<file path="src/rtl/cache_read_reply_packetizer.sv">
// Read-reply packetizer: queues completed cache reads as full reply packets
// and emits them toward the requester over a valid/ready link.
module cache_read_reply_packetizer #(
  parameter  int DATA_WIDTH     = 32,
  parameter  int NET_ADDR_WIDTH = 4,
  parameter  int FIFO_DEPTH     = 4,
  parameter  int NODE_ADDRESS   = 0,
  localparam int PKT_WIDTH      = 2 + 2*NET_ADDR_WIDTH + DATA_WIDTH,
  localparam int PTR_WIDTH      = $clog2(FIFO_DEPTH)
) (
  input  logic                      clk,
  input  logic                      reset,
  input  logic                      read_ready_in,
  input  logic [NET_ADDR_WIDTH-1:0] requester_addr_in,
  input  logic [DATA_WIDTH-1:0]     cache_data_in,
  output logic                      pkt_valid,
  input  logic                      pkt_ready,
  output logic [PKT_WIDTH-1:0]      pkt_data,
  output logic [PTR_WIDTH:0]        occupancy,
  output logic                      fifo_full,
  output logic                      overflow,
  output logic [7:0]                drop_count
);

  localparam logic [1:0]                PKT_TYPE  = 2'b10;
  localparam logic [NET_ADDR_WIDTH-1:0] SRC_ADDR  = NET_ADDR_WIDTH'(NODE_ADDRESS);
  localparam logic [PTR_WIDTH:0]        DEPTH_CNT = (PTR_WIDTH+1)'(FIFO_DEPTH);

  logic [PKT_WIDTH-1:0] mem [FIFO_DEPTH];
  logic [PTR_WIDTH-1:0] wr_ptr;
  logic [PTR_WIDTH-1:0] rd_ptr;
  logic                 pop;
  logic                 accept;
  logic                 drop;
  logic [PKT_WIDTH-1:0] new_pkt;

  assign new_pkt   = {PKT_TYPE, requester_addr_in, SRC_ADDR, cache_data_in};
  assign pkt_valid = (occupancy != '0);
  assign fifo_full = (occupancy == DEPTH_CNT);
  assign pkt_data  = pkt_valid ? mem[rd_ptr] : '0;

  // A full FIFO still accepts a push when a pop frees a slot on the same edge.
  assign pop    = pkt_valid && pkt_ready;
  assign accept = read_ready_in && (!fifo_full || pop);
  assign drop   = read_ready_in && fifo_full && !pop;

  always_ff @(posedge clk) begin
    if (!reset && accept)
      mem[wr_ptr] <= new_pkt;
  end

  always_ff @(posedge clk) begin
    if (reset) begin
      wr_ptr     <= '0;
      rd_ptr     <= '0;
      occupancy  <= '0;
      overflow   <= 1'b0;
      drop_count <= '0;
    end else begin
      if (accept)
        wr_ptr <= wr_ptr + 1'b1;
      if (pop)
        rd_ptr <= rd_ptr + 1'b1;
      case ({accept, pop})
        2'b10:   occupancy <= occupancy + 1'b1;
        2'b01:   occupancy <= occupancy - 1'b1;
        default: occupancy <= occupancy;
      endcase
      if (drop) begin
        overflow <= 1'b1;
        if (drop_count != 8'hFF)
          drop_count <= drop_count + 1'b1;
      end
    end
  end

endmodule

</file>
<file path="config.mk">
export PLATFORM = sky130hd
export DESIGN_NAME = cache_read_reply_packetizer
export DESIGN_NICKNAME = d
export VERILOG_FILES = /design/src/rtl/cache_read_reply_packetizer.sv
export SDC_FILE = /design/constraint.sdc
export NUM_CORES = 1
export LEC_CHECK = 0
export CAP_MARGIN = 40
export CELL_PAD_IN_SITES_DETAIL_PLACEMENT = 0
export CELL_PAD_IN_SITES_GLOBAL_PLACEMENT = 1
export CORE_ASPECT_RATIO = 1.75
export CORE_MARGIN = 5
export CORE_UTILIZATION = 49
export DETAILED_ROUTE_END_ITERATION = 8
export PLACE_DENSITY = 0.86
export SLEW_MARGIN = 20
export SYNTH_ARGS = -nofsm -noshare
export SYNTH_HDL_FRONTEND = slang
export SYNTH_SLANG_ARGS = --single-unit
</file>
<file path="constraint.sdc">
create_clock -name clk -period 7.4 [get_ports clk]
set_input_delay 2.22 -clock clk [delete_from_list [all_inputs] [get_ports clk]]
set_output_delay 2.22 -clock clk [all_outputs]
set_load 0.03 [all_outputs]
</file>
Yosys cells after proc, flatten, opt, wreduce, memory -nomap -nowiden:

Memories as Yosys holds them, arrays and structs flattened. A register that Yosys moved wholly into a read port is not among the register bits.
Cells that the tools add are included.
W data, S select, Z words.

* register bits: 16
* bits in writable memories: 144
* input port bits: 40
* output and inout bits: 56
* memories: 1

Memories
* mem: depth 4, bits a word 36, rd ports 1, clocked after memory_dff 1, wr ports 1, RTL line 29 `logic [PKT_WIDTH-1:0] mem [FIFO_DEPTH];`

* add/sub/neg operators: 5
* equal/unequal tests: 4
* mux-type cells: 6
* reductions and logical operators: 12

Operators with widths (count)
* $mux W42: 1
* $add A8 B1 Y8 const B: 1
* $ne A8 B8 Y1 const B: 1
* $pmux W3 S2: 1
* $logic_and A1 B1 Y1: 5
* $add A2 B1 Y2 const B: 2
* $mux W2: 2
* $add A3 B1 Y3 const B: 1
* $eq A3 B3 Y1 const B: 1
* $logic_not A1 Y1: 3
* $reduce_bool A3 Y1: 1
* $sub A3 B1 Y3 const B: 1
* $eq A2 B1 Y1 const B: 1
* $eq A2 B2 Y1 const B: 1
* $mux W1: 2
* $reduce_and A2 Y1: 1
* $reduce_bool A2 Y1: 1
* $logic_or A1 B1 Y1: 1

Longest topological paths before layout:

* depth in word-level cells: 7
* mapped depth: 10
* depth with buffers taken out: 8

Least setup slack after synthesis:

No wires, ideal clock.

* kind: input to register
* from: input port read_ready_in
* to: memory mem[0][0] (netlist bit) (enable)
* library setup time: 0.397 ns
* arrival: 3.906 ns
* path slack: 3.097 ns
* stages on the path: 5
* path buffers: 2
* cells stage by stage: clkbuf_1 -> clkbuf_1 -> nand2_1 -> nor2_1 -> and2_1

* longest elaborated chain between the ends: 4

RTL lines
* start: declaration: RTL line 13 `input logic read_ready_in,`
* $logic_and A1 B1 Y1: RTL line 44 `assign accept = read_ready_in && (!fifo_full || pop);`
* $logic_and A1 B1 Y1: RTL line 48 `if (!reset && accept)`
* $mux W1: RTL line 48
* $mux W1 (not written as such): RTL line 49 `mem[wr_ptr] <= new_pkt;`
* end: declaration: RTL line 29

No other way between the ends.

==> summary.txt <==
Clocking
  – Clock sink total: 162
  – Post-CTS Resized: 0
  – Root Driver: clkbuf_16
  – Worst-path clk slew: 0.06 ns
  – Max clock buf depth: 2
  – CTS buffer count: 17
  – Post-CTS setup buffer count: 0
  – Cts hold-fix bufs: 0
  – CTS tree: built
  – CTS H-tree lvls: 4
  – Skew-Pair Late Insertion Delay: 0.41 ns

Global routing
  – Largest net degree at the start of global routing: 41
  – Grt ovf: 0
  – First-pass GRT wire length: 19400 µm
  – Vias in the first global route: 3572
  – GRT Util Overall: 16.3%
  – Antenna violations before repair: 0

Finish
  – Number of diodes: 0
  – Register area: 4690 µm²
  – Multi-input gate area: 1620 µm²
  – Share of cells above drive strength 1: 18.2%
  – # fillers: 928
  – Layout Nets: 489
  – Area growth from synthesis to layout: 26.9%

Yosys
  – Sequential share of the synthesized area: 72.8%
  – Ys Warns: 0
  – Syn avg cell area: 18.4 µm²
  – Fraction of registers with async set/reset: 0%
  – Most common cell in the netlist: edfxtp_1
  – Post-synth top area cell: edfxtp_1
  – Cells after Synth: 349
  – Post-synth top area share: 67.2%
  – Most used DFF post-synth: edfxtp_1
  – Cell area after synthesis: 6440 µm²
  – Number of synthesized register bits: 162
  – Post-synth EDFFs: 144
  – Synth top area cells: edfxtp_1, mux4_2, dfxtp_1
  – Yosys cell types: 40
  – Most instantiated cells after synthesis: edfxtp_1, and2_1, mux4_2, dfxtp_1, nor2_1

Floorplan
  – Die width: 96.6 µm
  – Core area: 12900 µm²
  – Die Span Y: 162 µm
  – Initial Utilization: 49.8%
  – Site Rows: 55
  – I/O pin cnt: 96
  – Die ar.: 15600 µm²

Route
  – Avg Vias per Cell: 5.34
  – Drt drc: 0
  – Routed wire length: 12000 µm
  – Initial DRC Count: 219
  – Number of antenna-violating nets in the routed design: 0
  – Vias: 3346
  – WL per Instance: 19.1 µm
  – DR pass1 iterations: 4

Place
  – I/O Buffers: 90
  – Placer Congestion: 0.799
  – Detailed Place HPWL: 7790 µm

Timing
  – Setup TNS: 0 ns
  – Final setup violation count: 0
  – Fin crit share: 66.7%
  – Highest Clock Rate: 203 MHz
  – Clk_skew: 0.00718 ns
  – Min cycle time layout: 4.93 ns
  – Worst Tran Pin Value: 0.726 ns
  – Final Slew Violations: 0
  – Fin. Hold Viols: 0
  – RSZ-0062 raised after global routing: no
  – Max_slew headroom: 51.6%
  – Hold WS: 0.469 ns

Pwr
  – Leakage: 2.63 nW
  – Power per Cell Area: 287 nW/µm²
  – Total Power: 2.34 mW
  – Max VDD drop: 0.180 mV

Worst setup path
  – Critical Path AT: 2.71 ns
  – Worst setup SP type: flip-flop
  – Kind of critical path: flip-flop to primary output
  – Max Fanout on Critical Path: 36
  – Critical path endpoint category: primary output
  – Req. time, crit path: 5.18 ns

Flow run
  – Max Cap Viol: 0

Hold path
  – Hold crit path type: flip-flop to flip-flop

Outcome
  – Outcome: finished clean
[placed cells by master, fill, tap and decap left out, types with 2 or more instances in the layout]
cell type,synthesis,layout
nand4_1,2,2
nand2_1,6,6
ha_1,5,5
a21oi_1,5,5
a211oi_1,2,2
clkbuf_16,0,17
o211ai_1,2,2
and2_2,0,4
inv_8,0,3
buf_16,0,4
dfxtp_1,18,16
and3_1,2,2
inv_1,5,5
and2_1,41,37
dfxtp_2,0,2
nand3_1,7,7
nor2_1,16,16
o21ai_0,2,2
nor4b_1,2,2
edfxtp_1,144,144
xnor2_1,4,4
a2111oi_0,2,2
inv_6,0,7
conb_1,1,5
mux4_2,36,36
xor2_1,6,6
clkdlybuf4s50_1,0,90
[flip-flops by register name, summed over array words and instances, names as in the netlist, named ones only]
name and cells:
mem 144, drop_count 8, occupancy 3, rd_ptr 2, wr_ptr 2, overflow 1
[metrics by stage]
stage | instance area, µm² | utilization (%) | setup slack [ns] | std cells
after floorplan | 6450 | - | 3.10 | 353
after detailed placement | 7580 | 58.6 | 2.82 | 595
after global routing | 8170 | 63.1 | 2.27 | 627
final | 8170 | 63.1 | 2.47 | 627
after global placement | 7450 | 57.6 | 2.80 | 590
after CTS | 8170 | 63.1 | 2.39 | 627
[path summary, 6_finish.rpt]
check,to,startpoint,cells after the start,slack [ns]
hold reg to reg,overflow,overflow,2,0.47
hold / removal,overflow,overflow,2,0.47
setup reg to reg,occupancy[2],occupancy[0],7,4.55
setup / recovery,pkt_data[6],flip-flop,4,2.47
[report_power, final]
part	switching [mW]	leakage [nW]	total, mW	internal (mW)
Combinational	0.243	0.893	0.450	0.208
Clock	0.370	0.286	0.849	0.479
Sequential	0.0169	1.45	1.05	1.03
[critical path, cell delays in order (launching register included)]
cell,delay (ns)
dfxtp_2,0.32
buf_4,0.56
mux4_2,0.63
and2_1,0.19
clkdlybuf4s50_1,0.60
[kinds of logic after synthesis]
logic type / count (synthesis) / share of synthesized area [%]
fa+ha+maj: 6 / 1.28
other cells: 1 / 0.0583
compound gates: 18 / 1.92
buf+inv: 30 / 2.31
flops: 162 / 72.8
simple gates: 85 / 7.54
xor+xnor: 10 / 1.36
mux: 37 / 12.8
[cell type report]
| class | instances | share of cell area (%) |
|---|---|---|
| Sequential cell | 162 | 57.4 |
| Multi-Input combinational cell | 161 | 19.9 |
| Timing Repair Buffer | 96 | 12.7 |
| Clock buffer | 17 | 5.21 |
| Tap cell | 171 | 2.62 |
| Clock inverter | 15 | 1.98 |
| Inverter | 5 | 0.230 |
[routing by layer]
metal,vias up,wire length [µm],GRT usage [%]
met5,-,0,0
met3,19,706,5.19
met1,1666,4330,17.9
met4,0,311,7.28
li1,1538,-,-
met2,123,6640,28.7
(Power assumes the default switching activity.)
